===== config.mk =====
export PLATFORM = sky130hd
export DESIGN_NAME = mem_port_arbiter
export DESIGN_NICKNAME = d
export VERILOG_FILES = /design/src/rtl/mem_port_arbiter_pkg.sv /design/src/rtl/mem_port_arbiter_rr.sv /design/src/rtl/mem_port_arbiter.sv
export SDC_FILE = /design/constraint.sdc
export NUM_CORES = 1
export LEC_CHECK = 0
export CELL_PAD_IN_SITES_DETAIL_PLACEMENT = 0
export CELL_PAD_IN_SITES_GLOBAL_PLACEMENT = 1
export CORE_AREA = 3 3 210 212
export CTS_CLUSTER_SIZE = 24
export DETAILED_ROUTE_END_ITERATION = 7
export DIE_AREA = 0 0 213 215
export PLACE_DENSITY_LB_ADDON = 0.12
export REMOVE_ABC_BUFFERS = 1
export SYNTH_ARGS = -nofsm -noshare
export SYNTH_HDL_FRONTEND = slang
export SYNTH_SLANG_ARGS = --single-unit
export TNS_END_PERCENT = 50

===== constraint.sdc =====
create_clock -name clk -period 4.5 [get_ports clk]
set_input_delay 1.35 -clock clk [delete_from_list [all_inputs] [get_ports clk]]
set_output_delay 1.35 -clock clk [all_outputs]
set_load 0.01 [all_outputs]

===== src/rtl/mem_port_arbiter_pkg.sv =====
// mem_port_arbiter_pkg: shared core memory-port definitions
package mem_port_arbiter_pkg;
  typedef enum logic [1:0] {IDLE, REQ, RESP} state_t;
  localparam logic REQ_IFU = 1'b0;
  localparam logic REQ_LSU = 1'b1;
  localparam logic [63:0] RESET_PC = 64'h8000_0000;
  localparam int MEM_ADDR_W = 64;
  localparam int MEM_DATA_W = 64;
  localparam int MEM_MASK_W = MEM_DATA_W / 8;
endpackage


===== src/rtl/mem_port_arbiter_rr.sv =====
// rr_arbiter2: two-input round-robin grant, favouring whoever was not served last
module rr_arbiter2
  import mem_port_arbiter_pkg::*;
(
  input  logic req_ifu,
  input  logic req_lsu,
  input  logic rr_last,
  output logic gnt_valid,
  output logic gnt_id
);
  always_comb begin
    gnt_valid = req_ifu || req_lsu;
    gnt_id    = (req_ifu && req_lsu) ? ~rr_last : (req_lsu ? REQ_LSU : REQ_IFU);
  end
endmodule


===== src/rtl/mem_port_arbiter.sv =====
// mem_port_arbiter: shares one memory port between IFU and LSU, one transaction in flight
module mem_port_arbiter
  import mem_port_arbiter_pkg::*;
#(
  parameter int ADDR_W  = MEM_ADDR_W,
  parameter int DATA_W  = MEM_DATA_W,
  parameter int TIMEOUT = 256
) (
  input  logic                clk,
  input  logic                rst,
  input  logic                ifu_req_valid,
  output logic                ifu_req_ready,
  input  logic [ADDR_W-1:0]   ifu_req_addr,
  output logic                ifu_resp_valid,
  output logic [DATA_W-1:0]   ifu_resp_rdata,
  output logic                ifu_resp_err,
  input  logic                lsu_req_valid,
  output logic                lsu_req_ready,
  input  logic [ADDR_W-1:0]   lsu_req_addr,
  input  logic                lsu_req_wen,
  input  logic [DATA_W-1:0]   lsu_req_wdata,
  input  logic [DATA_W/8-1:0] lsu_req_wmask,
  output logic                lsu_resp_valid,
  output logic [DATA_W-1:0]   lsu_resp_rdata,
  output logic                lsu_resp_err,
  output logic                mem_req_valid,
  input  logic                mem_req_ready,
  output logic [ADDR_W-1:0]   mem_req_addr,
  output logic                mem_req_wen,
  output logic [DATA_W-1:0]   mem_req_wdata,
  output logic [DATA_W/8-1:0] mem_req_wmask,
  input  logic                mem_resp_valid,
  input  logic [DATA_W-1:0]   mem_resp_rdata,
  output logic                timeout_flag
);
  localparam int CW = (TIMEOUT > 0) ? $clog2(TIMEOUT + 1) : 1;
  state_t        state;
  logic          owner, rr_last, gnt_valid, gnt_id;
  logic          accept, busy, done, expire, resp_fire;
  logic [CW-1:0] cnt;
  rr_arbiter2 u_rr (
    .req_ifu   (ifu_req_valid),
    .req_lsu   (lsu_req_valid),
    .rr_last   (rr_last),
    .gnt_valid (gnt_valid),
    .gnt_id    (gnt_id)
  );
  // A completing handshake in the expiry cycle beats the watchdog.
  always_comb begin
    accept         = rst && state == IDLE && gnt_valid;
    busy           = rst && state != IDLE;
    done           = (state == REQ && mem_req_ready) || (state == RESP && mem_resp_valid);
    expire         = busy && TIMEOUT != 0 && cnt >= CW'(TIMEOUT - 1) && !done;
    resp_fire      = rst && state == RESP && mem_resp_valid;
    ifu_req_ready  = accept && gnt_id == REQ_IFU;
    lsu_req_ready  = accept && gnt_id == REQ_LSU;
    mem_req_valid  = rst && state == REQ;
    ifu_resp_valid = (resp_fire || expire) && owner == REQ_IFU;
    lsu_resp_valid = (resp_fire || expire) && owner == REQ_LSU;
    ifu_resp_err   = expire && owner == REQ_IFU;
    lsu_resp_err   = expire && owner == REQ_LSU;
    ifu_resp_rdata = (resp_fire && owner == REQ_IFU) ? mem_resp_rdata : '0;
    lsu_resp_rdata = (resp_fire && owner == REQ_LSU && !mem_req_wen) ? mem_resp_rdata : '0;
  end
  always_ff @(posedge clk) begin
    if (!rst) begin
      state         <= IDLE;
      owner         <= REQ_IFU;
      rr_last       <= REQ_IFU;
      cnt           <= '0;
      timeout_flag  <= 1'b0;
      mem_req_addr  <= '0;
      mem_req_wen   <= 1'b0;
      mem_req_wdata <= '0;
      mem_req_wmask <= '0;
    end else begin
      cnt <= accept ? '0 : busy ? cnt + CW'(1) : cnt;
      if (expire) timeout_flag <= 1'b1;
      case (state)
        IDLE: if (accept) begin
          owner         <= gnt_id;
          rr_last       <= gnt_id;
          mem_req_addr  <= (gnt_id == REQ_LSU) ? lsu_req_addr : ifu_req_addr;
          mem_req_wen   <= (gnt_id == REQ_LSU) && lsu_req_wen;
          mem_req_wdata <= (gnt_id == REQ_LSU) ? lsu_req_wdata : '0;
          mem_req_wmask <= (gnt_id == REQ_LSU) ? lsu_req_wmask : '0;
          state         <= REQ;
        end
        REQ:     state <= expire ? IDLE : mem_req_ready ? RESP : REQ;
        RESP:    state <= (expire || mem_resp_valid) ? IDLE : RESP;
        default: state <= IDLE;
      endcase
    end
  end
endmodule


Word-level counts from Yosys, hierarchy flattened --
Index checks and enable logic that the tools add are counted.
Cells by class: equal/unequal tests 3, order comparisons 1, bitwise operators 3, add/sub/neg operators 1, muxes and demuxes 12, reductions and logical operators 31
Operator list (number):
- $mux W64 | 4
- $logic_and A1 B1 Y1 | 21
- $add A9 B1 Y9 const B | 1
- $ge A9 B8 Y1 const B | 1
- $mux W2 | 4
- $mux W8 | 1
- $pmux W2 S3 | 1
- $logic_or A1 B1 Y1 | 4
- $not A1 Y1 | 3
- $eq A2 B1 Y1 const B | 1
- $eq A2 B2 Y1 const B | 1
- $logic_not A1 Y1 | 2
- $logic_not A2 Y1 | 1
- $mux W1 | 2
- $ne A2 B2 Y1 const B | 1
- $reduce_and A2 Y1 | 1
- $reduce_bool A2 Y1 | 1
- $reduce_or A2 Y1 | 1
Storage, ports and cells: register bits 150, word-level logic and storage cells 59

Longest topological paths before layout --
Gate-level depths: netlist of run 1.
word-level depth 8, depth in mapped cells 7

Cells and area by module --
Synthesis of run 1 repeated with hierarchy kept, for this count alone.
Unflattened totals: cells, all modules 680, area total of the unflattened synthesis 6592.6 µm²
By module, submodules not included:
- mem_port_arbiter | cells each 678, area each 6578.8 µm², seq. area each 3002.9 µm², instances 1
- rr_arbiter2 | cells each 2, area each 13.8 µm², seq. area each 0.0 µm², instances 1

Worst setup path before layout of run 1 --
Ideal clock, no wire load.
kind input-to-output, start point input rst, end point output ifu_resp_rdata[10], slack 774 ps, arrival time 2376 ps, buffers on the path 2, stages 5, cells stage by stage buf_2 nand4b_4 nor2_1 clkbuf_2 and2_1
Between the ends: word-level cells in the longest chain between the ends 4
Ends and longest elaborated chain:
- start, declared | line mem_port_arbiter.sv:10 | input logic rst,
- $logic_and A1 B1 Y1 (2 in a row) | line mem_port_arbiter.sv:54 | resp_fire = rst && state == RESP && mem_resp_valid;
- $logic_and A1 B1 Y1 | line mem_port_arbiter.sv:62 | ifu_resp_rdata = (resp_fire && owner == REQ_IFU) ? mem_resp_rdata : '0;
- $mux W64 | line mem_port_arbiter.sv:62
- end, declared | line mem_port_arbiter.sv:15 | output logic [DATA_W-1:0] ifu_resp_rdata,
Every way passes these cells.

Final worst setup path of run 1 --
start point input mem_resp_valid, end point output lsu_resp_rdata[63]
Between the ends: word-level cells in the longest chain between the ends 4
Ends and longest elaborated chain:
- start, declared | line mem_port_arbiter.sv:32 | input logic mem_resp_valid,
- $logic_and A1 B1 Y1 | line mem_port_arbiter.sv:54
- $logic_and A1 B1 Y1 (2 in a row) | line mem_port_arbiter.sv:63 | lsu_resp_rdata = (resp_fire && owner == REQ_LSU && !mem_req_wen) ? mem_resp_rdata : '0;
- $mux W64 | line mem_port_arbiter.sv:63
- end, declared | line mem_port_arbiter.sv:24 | output logic [DATA_W-1:0] lsu_resp_rdata,
Every way passes these cells.

==> flow_summary.toml, run 1 <==
[critical_path]
worstReg2RegEnd = "mem_req_addr[24]"
cp_cell_sequence = "clkdlybuf4s15_2 -> nand4b_4 -> nor3_4 -> buf_12 -> bufbuf_16 -> and2_1 -> clkdlybuf4s50_1"
crit_path_end_kind = "output port"
cp-start-kind = "input pin"
crit_type = "input pin to output port"
rr_worst_depth = 5
crit_fanout = 32
regToRegStartpoint = "state[1]"
reg2reg_slack_ns = 2.44
critPathRequiredTime_ns = 3.15
arrival_ns = 3.03
slowest_delay_ns = 0.54
cp_slowest_cell = "clkdlybuf4s50_1"

[route]
dr.pass1.iters = 4
via_per_inst = 4.137
drc = 0
antenna_left = 0
routedWlPerCell_um = 21.51
drt_iter0_markers = 339
vias = 7430
drt_wl_total_um = 38630

[clock_network]
holdBufCountCts = 0
cts_sinks = 150
cts.path.max_buffers = 2
path_clk_slew_ns = 0.06
tritoncts.num_buffers = 17
cts_root_buffer = "clkbuf_16"
cts_tree = "yes"
htreeDepth = 4
insertion_delay_ns = 0.44

[final_layout]
fin_cells = 1796
syn_to_final_growth_pct = 98.24
fillers = 4406
final_layout_size_suffix_gt1_share_pct = 4.872
fin_nets = 1514

[floorplanning]
die_height_um = 215
die_w_um = 213
ioPinCount = 544
core_area_sq_um = 42130
row_count = 75
die_area_sq_um = 45800
initial_utilization_pct = 15.91

[timing]
setup_viol = 0
tightest_slew_ns = 0.9287
max_freq_mhz = 228.5
skew_ns = 0.005603
timing.hold.ws_ns = 0.4512
fin_crit_ns = 4.377
rsz0062_at_grt = "false"
period_share_pct = 97.27
drv_slew = 0
max_slew_margin_pct = 38.09
hold_viol = 0

[grt]
grt_max_degree = 75
antenna_found_initial = 6
grt_pass1_vias = 7674
grt_usage_pct = 16.34
grt_pass1_wl_um = 54910
grt_overflow = 0

[min_path]
whs_endpoint = "timeout_flag"
worst_hold_path.num_cells = 2
hold_class = "flop to flop"
hold_path_startpoint = "timeout_flag"

[logic_synthesis]
avgSynthCellArea_sq_um = 9.220
synth-seq-area-share_pct = 44.80
synth_area_leaders = "dfxtp_1, and2_1, a22o_1, a311oi_1, nand2_1"
yosysMostFrequentCell = "dfxtp_1"
synthesis.instances = 727
synth_commonest_cells = "dfxtp_1, and2_1, nand2_1"
synth_edf_count = 0
synth_ff_type = "dfxtp_1"
synthDistinctLibCells = 48
ys_ff_latch = 150
ys_warn_count = 0
syn-cell-area_sq_um = 6703
async_flop_share_pct = 0
synth_top_area_share_pct = 44.80
synth_area_leader_cell = "dfxtp_1"

[run_status]
status = "finished clean"

[placed_design]
numPortBuffers = 543
routabilityCongestion = 0.8114
dp.cells = 1758
post-dp-hpwl_um = 29350

[power]
leakagePower_nw = 4.871
ir_worst_vdd_uv = 241.4
p_per_area_nw_per_um2 = 293.2

[job]
drv_cap = 0
-- final cells by class --
cell class / count / area [sq um] / area share (%)
Multi-Input combinational cell: 503 / 3349 / 25.21
Antenna cell: 5 / 12.51 / 0.09416
Clock buffer: 22 / 454.2 / 3.418
Tap cell: 539 / 674.4 / 5.075
Inverter: 5 / 18.77 / 0.1412
Timing Repair Buffer: 564 / 5674 / 42.70
Clock inverter: 8 / 101.3 / 0.7627
Sequential cell: 150 / 3003 / 22.60
-- metrics by stage --
step                      utilization [%]  instance area (sq um)  total power, mW  setup slack (ns)  TNS, ns
after detailed placement            30.05                  12660            2.516           -0.2039   -17.18
after CTS                           31.52                  13280            3.981           0.01467        0
after global routing                31.52                  13280            4.098           0.02566        0
after floorplan                         -                   6339            1.862            -1.547   -39.89
final                               31.54                  13290            3.896            0.1230        0
after global placement              30.05                  12660            2.524           -0.1991   -18.41
-- power breakdown --
part	internal [mW]	total [mW]	leakage, nW	switching, mW
logic	0.539	0.962	3.38	0.423
registers	1.45	1.52	1.23	0.0704
clock network	0.824	1.42	0.262	0.593
total	2.81	3.90	4.87	1.09
-- logic make-up (layout without fill, tap and decap cells) --
logic type      count (synthesis)  after routing  share of synthesized area, %
simple gates                  246            246                         19.97
compound gates                228            228                         25.14
flops                         150            150                         44.80
buf+inv                        74            599                         5.712
mux                            25             25                         3.733
fa+ha+maj                       2              2                        0.3733
xor+xnor                        2              2                        0.2614
other cells                     0              5                             0
-- registers in the layout (all words and copies together), names as in the netlist --
name           flops
mem_req_addr      64
mem_req_wdata     64
cnt                9
mem_req_wmask      8
state              2
mem_req_wen        1
rr_last            1
timeout_flag       1
-- layout by cell type (no fill, tap or decap), drive strengths merged, types with 2 or more instances in the layout --
| cell type | n |
|---|---|
| a21oi | 44 |
| bufinv | 2 |
| o21ai | 27 |
| o21a | 2 |
| nand4 | 2 |
| ha | 2 |
| o211ai | 26 |
| clkinvlp | 3 |
| clkbuf | 23 |
| nand2b | 2 |
| nor3 | 6 |
| a311oi | 40 |
| buf | 21 |
| nand2 | 90 |
| o31ai | 3 |
| mux2i | 25 |
| o32ai | 2 |
| or4 | 2 |
| diode | 5 |
| dfxtp | 150 |
| a211oi | 2 |
| clkdlybuf4s50 | 540 |
| or2 | 2 |
| a22o | 73 |
| nor2 | 9 |
| inv | 6 |
| and2 | 128 |
| clkinv | 2 |
-- critical path, delay by kind of cell --
family | cells | cell delay [ns]
buf+inv | 4 | 1.20
simple gates | 3 | 0.47
-- layer usage --
metal / global-route usage [%] / share of wire (%) / wire [um] / up-vias
li1: - / - / - / 3652
met1: 19.58 / 41 / 16030 / 3457
met2: 26.67 / 47 / 18330 / 293
met3: 7.438 / 9.6 / 3720 / 26
met4: 3.859 / 1.4 / 532 / 2
met5: 0 / 0.052 / 20 / -
-- repair_timing --
item | CTS | global route
gates resized for setup | 5 | 1
pin swaps | 1 | 1
setup endpoints to repair | 132 | 36
buffers inserted | 2 | 0
gates cloned | 1 | 0
endpoints found under the hold margin | 0 | 0
-- worst max path at each step --
stage,from,cells past startpoint,slack (ns),end
after CTS,rst,7,0.01,lsu_resp_rdata[63]
after detailed placement,mem_resp_valid,6,-0.20,lsu_resp_rdata[56]
final,mem_resp_valid,7,0.12,lsu_resp_rdata[63]
after global placement,mem_resp_valid,6,-0.20,lsu_resp_rdata[49]
after global routing,mem_resp_valid,7,0.03,lsu_resp_rdata[58]
after floorplan,lsu_req_valid,2,-1.55,ifu_req_ready
Power figures use the tool's default switching activity.
==> run 2, diff against run 1 <==
Settings changed: CORE_AREA 3 3 210 212 to 3 3 208 210, DIE_AREA 0 0 213 215 to 0 0 211 213, RECOVER_POWER set to 100, SYNTH_HIERARCHICAL set to 1.
Clock period 4.5 ns to 5.2 ns, I/O delays scaled along.
==> run 2 against run 1 <==
  * The run now ends with max-capacitance violations, max-slew violations left
  * Setup slack got worse by 0.027 ns
  * Routed wire length shrank 17%
  * First-iteration DRC count fell by 14%
  * Final cell count is 2.3% lower
  * Critical endpoint is now lsu_resp_rdata[56]
==> flow_summary.toml, run 2 <==
[run_status]
status = "finished with violations"
violations = "max-capacitance violations, max-slew violations"

[placed_design]
post-place-ws_ns = -0.1289
numPortBuffers = 543
post-dp-hpwl_um = 25290
routabilityCongestion = 0.7357
placed_area_sq_um = 12640

[min_path]
whs_endpoint = "mem_req_wdata[41]"
hold_class = "flop to flop"
worst_hold_path.num_cells = 1
hold_path_startpoint = "mem_req_wdata[41]"

[route]
dr.pass1.iters = 4
drt_iter0_markers = 293
via_per_inst = 3.964
antenna_left = 0
vias = 6957
routedWlPerCell_um = 18.32
drt_wl_total_um = 32160
drc = 0

[final_layout]
final_cell_mix = "clkdlybuf4s50_1, dfxtp_1, dlygate4sd3_1"
syn_to_final_growth_pct = 102.1
final_layout_size_suffix_gt1_share_pct = 5.185
final_core_util_pct = 31.90
fin_nets = 1475
final_common_cell = "clkdlybuf4s50_1"
largestRegisters = "mem_req_addr x64, mem_req_wdata x64, cnt x9"
fin_area_sq_um = 13320

[timing]
max_slew_margin_pct = -32.23
timing.hold.ws_ns = 0.4666
final.setup.worst_slack_ns = 0.09597
skew_ns = 0.01305
period_share_pct = 98.15
setup_viol = 0
hold_viol = 0
rsz0062_at_grt = "true"
tightest_slew_ns = 1.983
drv_slew = 194
max_freq_mhz = 195.9
fin_crit_ns = 5.104

[floorplanning]
die_w_um = 211
row_count = 75
core_area_sq_um = 41760
die_area_sq_um = 44940
die_height_um = 213
ioPinCount = 544
initial_utilization_pct = 15.79

[critical_path]
cp-start-kind = "input pin"
crit_fanout = 64
rr_worst_depth = 5
worstReg2RegEnd = "mem_req_addr[42]"
critPathRequiredTime_ns = 3.64
crit_path_end_kind = "output port"
arrival_ns = 3.54
reg2reg_slack_ns = 1.55
crit_type = "input pin to output port"
regToRegStartpoint = "owner"

[grt]
grt_pass1_wl_um = 45630
grt_overflow = 0
grt_pass1_vias = 7069
grt_max_degree = 93
antenna_found_initial = 4
grt_usage_pct = 13.69

[power]
intPower_mw = 2.339
leakagePower_nw = 6.328
switching_share_pct = 28.41
p_per_area_nw_per_um2 = 245.2
comb_power_share_pct = 22.4
p_sw_uw = 928.0
power_mw = 3.267
ir_worst_vdd_uv = 197.5
clockPowerShare_pct = 38.1
seq_power_share_pct = 39.5

[logic_synthesis]
synthesis.instances = 680
synth_top_area_share_pct = 45.55
yosysMostFrequentCell = "dfxtp_1"
synth_commonest_cells = "dfxtp_1, and2_1, a22o_1"
synth_edf_count = 0
synth_ff_type = "dfxtp_1"
async_flop_share_pct = 0
ys_ff_latch = 150
synth_area_leader_cell = "dfxtp_1"
avgSynthCellArea_sq_um = 9.695
synthDistinctLibCells = 42
ys_warn_count = 6
syn-cell-area_sq_um = 6593
synth_area_leaders = "dfxtp_1, and2_1, mux2i_1, a22o_1, a211oi_1"
synth-seq-area-share_pct = 45.55

[clock_network]
cts_tree = "yes"
path_clk_slew_ns = 0.06
holdBufCountCts = 0
cts_sinks = 150
htreeDepth = 4
insertion_delay_ns = 0.45
cts_root_buffer = "clkbuf_16"
cts.path.max_buffers = 2
tritoncts.num_buffers = 17

[job]
drv_cap = 3
-- run 2: how the worst max path moves through the flow --
stage                         startpoint            endpoint  slack (ns)  cells past startpoint
final                                rst  lsu_resp_rdata[56]         0.1                      8
after global routing                 rst  lsu_resp_rdata[56]       -0.03                      8
after CTS                 mem_resp_valid  lsu_resp_rdata[29]        0.04                      7
after detailed placement  mem_resp_valid   lsu_resp_rdata[9]       -0.13                      6
after global placement    mem_resp_valid   lsu_resp_rdata[9]       -0.14                      6
after floorplan            lsu_req_valid       lsu_req_ready       -7.97                      3
-- run 2: cells by family after synthesis --
family,Yosys count,share of synthesized area (%)
xor+xnor,2,0.2658
mux,66,10.02
simple gates,231,19.68
fa+ha+maj,2,0.3795
buf+inv,66,4.669
compound gates,163,19.43
flops,150,45.55
-- run 2: final cells by class --
type	instances	area [sq um]
flip-flops and latches	150	3003
fillers	4358	28440
multi-input cells	464	3316
well taps	539	674.4
inverters	5	18.77
diodes	1	2.502
clock inverters	15	153.9
repair buffers	564	5727
clock buffers	17	425.4
-- run 2: worst max-delay path: stages --
cell             delay, ns
clkdlybuf4s50_1       0.47
buf_4                 0.13
nand4b_1              0.09
buf_4                 0.17
nor3_4                0.14
buf_12                0.25
and2_1                0.17
clkdlybuf4s50_1       0.53
-- run 2: per-stage QoR --
| stage | cells | TNS, ns |
|---|---|---|
| floorplan | 619 | -817.83 |
| global placement | 1721 | -3.086 |
| detailed placement | 1721 | -2.775 |
| CTS | 1754 | 0 |
| global route | 1755 | -0.03751 |
| finish | 1755 | 0 |
-- run 2: repair_timing --
action | 4_1_cts | 5_1_grt
buffers inserted | 1 | 0
gates resized for setup | 4 | 55
setup endpoints to repair | 69 | 56
pin swaps | 1 | 0
endpoints found under the hold margin | 0 | 0
-- run 2: power groups by stage --
stage	Clock (mW)	Sequential (mW)	Combinational, mW
after global placement	0	1.32	0.783
after global routing	1.35	1.31	0.799
after CTS	1.31	1.30	0.782
final	1.24	1.29	0.730
after floorplan	0	1.36	0.256
after detailed placement	0	1.32	0.778
-- run 2: per-layer routing --
layer	track usage, %	vias up	part of all wire (%)
li1	-	3492	-
met1	13.33	3108	34
met2	26.17	323	54
met3	5.951	30	9.6
met4	4.042	4	1.4
met5	0	-	0.084
==> run 3, diff against run 2 <==
Settings changed: SLEW_MARGIN set to 5.
==> results of run 3 <==
Final layout, timing and power as in run 2 (identical DEF).
